**src/rtl/tile_packer.sv**
```systemverilog
// Packs a 16-word stream into a 4x4 tile and writes it to tile memory in one cycle.
// Optional TILE_PACKER_AUTOINC_EN: after each write, keep filling at base+16 while it still fits.
module tile_packer #(
    parameter int unsigned MAX_BASE = 85
) (
    input  logic        clk,
    input  logic        rst,
    input  logic        start,
    input  logic [7:0]  base_addr,
    input  logic [31:0] in_data,
    input  logic        in_valid,
    output logic        in_ready,
    output logic [31:0] t11, t12, t13, t14,
    output logic [31:0] t21, t22, t23, t24,
    output logic [31:0] t31, t32, t33, t34,
    output logic [31:0] t41, t42, t43, t44,
    output logic [7:0]  mem_addr,
    output logic        mem_write,
    output logic        busy,
    output logic        done,
    output logic        err
);

    typedef enum logic [1:0] {IDLE, FILL, WRITE, DONE} state_t;

    // Compared 9 bits wide so base+16 cannot wrap past the limit.
    localparam logic [8:0] MAX9 = 9'(MAX_BASE);

    state_t            state;
    logic [3:0]        cnt;
    logic [15:0][31:0] tile;

    assign t11 = tile[0];  assign t12 = tile[1];  assign t13 = tile[2];  assign t14 = tile[3];
    assign t21 = tile[4];  assign t22 = tile[5];  assign t23 = tile[6];  assign t24 = tile[7];
    assign t31 = tile[8];  assign t32 = tile[9];  assign t33 = tile[10]; assign t34 = tile[11];
    assign t41 = tile[12]; assign t42 = tile[13]; assign t43 = tile[14]; assign t44 = tile[15];

    always_ff @(posedge clk) begin
        if (rst) begin
            state     <= IDLE;
            cnt       <= '0;
            mem_addr  <= '0;
            tile      <= '0;
            in_ready  <= 1'b0;
            mem_write <= 1'b0;
            busy      <= 1'b0;
            done      <= 1'b0;
            err       <= 1'b0;
        end else begin
            err       <= 1'b0;
            done      <= 1'b0;
            mem_write <= 1'b0;
            case (state)
                IDLE: begin
                    if (start) begin
                        if ({1'b0, base_addr} <= MAX9) begin
                            mem_addr <= base_addr;
                            cnt      <= '0;
                            state    <= FILL;
                            in_ready <= 1'b1;
                            busy     <= 1'b1;
                        end else begin
                            err <= 1'b1;
                        end
                    end
                end
                FILL: begin
                    if (in_valid) begin
                        tile[cnt] <= in_data;
                        cnt       <= cnt + 4'd1;
                        if (cnt == 4'd15) begin
                            state     <= WRITE;
                            in_ready  <= 1'b0;
                            mem_write <= 1'b1;
                        end
                    end
                end
                WRITE: begin
`ifdef TILE_PACKER_AUTOINC_EN
                    if ({1'b0, mem_addr} + 9'd16 <= MAX9) begin
                        mem_addr <= mem_addr + 8'd16;
                        state    <= FILL;
                        in_ready <= 1'b1;
                    end else begin
                        state <= DONE;
                        done  <= 1'b1;
                    end
`else
                    state <= DONE;
                    done  <= 1'b1;
`endif
                end
                DONE: begin
                    state <= IDLE;
                    busy  <= 1'b0;
                end
                default: begin
                    state    <= IDLE;
                    in_ready <= 1'b0;
                    busy     <= 1'b0;
                end
            endcase
        end
    end

endmodule

```
**config.mk**
```make
export PLATFORM = sky130hd
export DESIGN_NAME = tile_packer
export DESIGN_NICKNAME = d
export VERILOG_FILES = /design/src/rtl/tile_packer.sv
export SDC_FILE = /design/constraint.sdc
export NUM_CORES = 1
export LEC_CHECK = 0
export CAP_MARGIN = 20
export CORE_AREA = 2 2 221 223
export CTS_CLUSTER_DIAMETER = 150
export DETAILED_ROUTE_END_ITERATION = 8
export DIE_AREA = 0 0 223 225
export GPL_ROUTABILITY_DRIVEN = 0
export PLACE_DENSITY = 0.79
export SYNTH_ARGS = -nofsm -noshare
export SYNTH_HDL_FRONTEND = slang
export SYNTH_SLANG_ARGS = --single-unit
```
**constraint.sdc**
```tcl
create_clock -name clk -period 1.5 [get_ports clk]
set_input_delay 0.225 -clock clk [delete_from_list [all_inputs] [get_ports clk]]
set_output_delay 0.225 -clock clk [all_outputs]
set_load 0.01 [all_outputs]
```
==> results.yml <==
floorplanning:
  core-area_um2: 47500
  die_area_um2: 50200
  die_height_um: 225
  num_rows: 80
  start_util: 0.395
  die_w_um: 223
  boundaryPins: 569
pwr:
  ir_worst_vdd_v: 0.000932
  cellLeakagePower_uw: 0.0131
  powerDensity_nw_per_um2: 1030
setup_path:
  critPathKind: "reg -> reg"
  max_stage_delay_ns: 0.37
  cp_slowest_cell: "dfxtp_4"
  crit_arrival_ns: 2.28
  crit_path_end_kind: "register"
  cp.required_ns: 1.97
  crit_fanout: 6
  start_kind: "register"
  crit_chain: "inv_1, ha_2, mux2_4, o211ai_1, a2bb2oi_2, o32ai_1"
global_routing:
  grt_pass1_wl_um: 119000
  gr-usage-all-layers: 0.312
  grt_pass1_vias: 19519
  grt_max_degree: 86
  gr-total-overflow: 0
  antenna_found_initial: 0
drt:
  first_iter_violations: 1999
  viasPerCell: 5.67
  wirelength_um: 89800
  wl_per_cell_um: 24.6
  firstDrtPassIters: 9
  drt_drc_violations_left: 0
  num_vias: 20692
  ant_nets: 0
clocking:
  cts_htree_levels: 2
  cts_buffers: 53
  clk_pin_slew_ns: 0.06
  clockRootBuffer: "clkbuf_16"
  clock-sinks: 531
  cts_tree: "built"
  clock_latency_ns: 0.60
  clockBufferDepth: 3
  cts_hold_buf: 0
synthesis:
  synthCells: 2418
  synth.cell_area_um2: 18800
  netlist.area_leader.share: 0.566
  ys_top_cells_by_area: "dfxtp_1 (57%), nand2_1 (21%), a21oi_1 (14%), clkbuf_1 (3.3%), buf_2 (1.6%)"
  yosysSeqAreaShare: 0.566
  synthDistinctLibCells: 34
  synth_edf_count: 0
  ys.flop_type: "dfxtp_1"
  syn_area_per_cell_um2: 7.76
  synth_warnings: 0
  syn_nets: 2470
  ys_ff_latch: 531
  async_flop_share: 0
  synth_top_area_cell: "dfxtp_1"
timing:
  min_period_ns: 1.81
  grt_setup_unrepaired: "yes"
  fmax_ghz: 0.551
  slew_headroom: 0.614
  setup_slack_ns: -0.314
  fin_crit_sh: 1.21
  slew_violations: 0
  skew_ns: 0.0221
  tightest_slew_ns: 0.576
  setup_viol: 513
  hold_viol: 0
cells_and_area:
  antenna_cells: 0
  nets: 3044
  layout_common_cells: "nand2_1 (885), dfxtp_1 (524), dlygate4sd2_1 (475), a21oi_1 (357), a21oi_2 (162)"
  layout-drive-gt1-share: 0.211
  area_growth_pct: 62.7
  fin_util: 0.642
  final_cell_area_um2: 30500
  layout_commonest_cell: "nand2_1"
worst_hold_path:
  hold_class: "in -> reg"
place:
  portBuffers: 568
  dp_hpwl_um: 50700
  dpl_cell_area_um2: 26100
outcome:
  violations: "setup timing"
  status: "finished with violations"
flow_run:
  maxCapViolCount: 0
==> registers in the layout (all words and copies together), names as in the netlist, 2 cells and up <==
register	cells
t14	32
t31	32
cnt	4
t41	32
t44	32
t12	32
mem_addr	8
t34	32
t43	32
t32	32
t24	32
state	2
t11	32
t33	32
t22	32
t23	32
t42	32
t13	32
t21	32
==> kinds of logic after synthesis <==
logic type      share of synthesized area
compound gates                      0.146
fa+ha+maj                         0.00533
buf+inv                            0.0510
flops                               0.566
mux                               0.00487
simple gates                        0.226
==> through the flow <==
stage	instances	total power [uW]	TNS, ns	worst slack (ns)	hold WS [ns]
global route	3651	32200	-106.60	-0.363	0.0471
detailed placement	3490	16900	-191.11	-0.454	0.447
finish	3651	31500	-67.47	-0.314	0.0397
CTS	3624	31000	-41.09	-0.184	0.0231
floorplan	2418	15700	-1.65	-0.0444	0.372
global placement	3490	16900	-163.17	-0.370	0.441
==> power breakdown <==
part | internal, uW | total [uW] | switching (uW)
Combinational | 1160 | 2910 | 1750
Sequential | 14200 | 14300 | 96.6
Clock | 8500 | 14300 | 5760
==> synth_stat cells, types with 5 or more instances <==
cell type	number
dfxtp_1	531
inv_1	9
nand2_1	1041
nand3_1	9
a21oi_1	519
clkbuf_1	164
nor2_1	20
ha_1	8
and3_1	5
mux2i_1	8
buf_2	59
==> worst paths after layout <==
kind	from	end	slack [ns]	cells past startpoint
min reg2reg	t21[21]	t21[21]	0.45	2
min	rst	mem_addr[6]	0.04	2
max reg2reg	state[0]	cnt[2]	-0.31	6
max	state[0]	cnt[2]	-0.31	6
==> layer usage <==
| layer | vias up | GRT usage | wire (um) | share of wire |
|---|---|---|---|---|
| met2 | 1514 | 0.517 | 41000 | 0.46 |
| li1 | 8891 | - | - | - |
| met3 | 430 | 0.0963 | 10700 | 0.12 |
| met4 | 0 | 0.187 | 6850 | 0.076 |
| met5 | - | 0 | 0 | 0 |
| met1 | 9857 | 0.356 | 31200 | 0.35 |
==> worst max-delay path: cells and delay by family (launching register included) <==
family | cells | cell delay [ns]
flip-flops | 1 | 0.37
buffers and inverters | 1 | 0.06
adder cells (fa/ha/maj) | 1 | 0.20
AO/OA/AOI/OAI | 3 | 0.75
multiplexers | 1 | 0.31
==> area by class of cell <==
cell class	count	area, um^2
clock buffers	83	1590
clock inverters	16	278
fillers	3598	17000
inverters	9	33.8
multi-input cells	1653	9060
flip-flops and latches	531	10600
well taps	615	769
repair buffers	744	8150
==> what timing repair did <==
action                      CTS  global route
buffers inserted             16            12
resized for setup           726           391
pin swaps                    54           192
setup endpoints to repair  1048           661
hold endpoints to repair      0             0
gates cloned                 19            19
No activity file was read; power rests on OpenSTA's default activity.
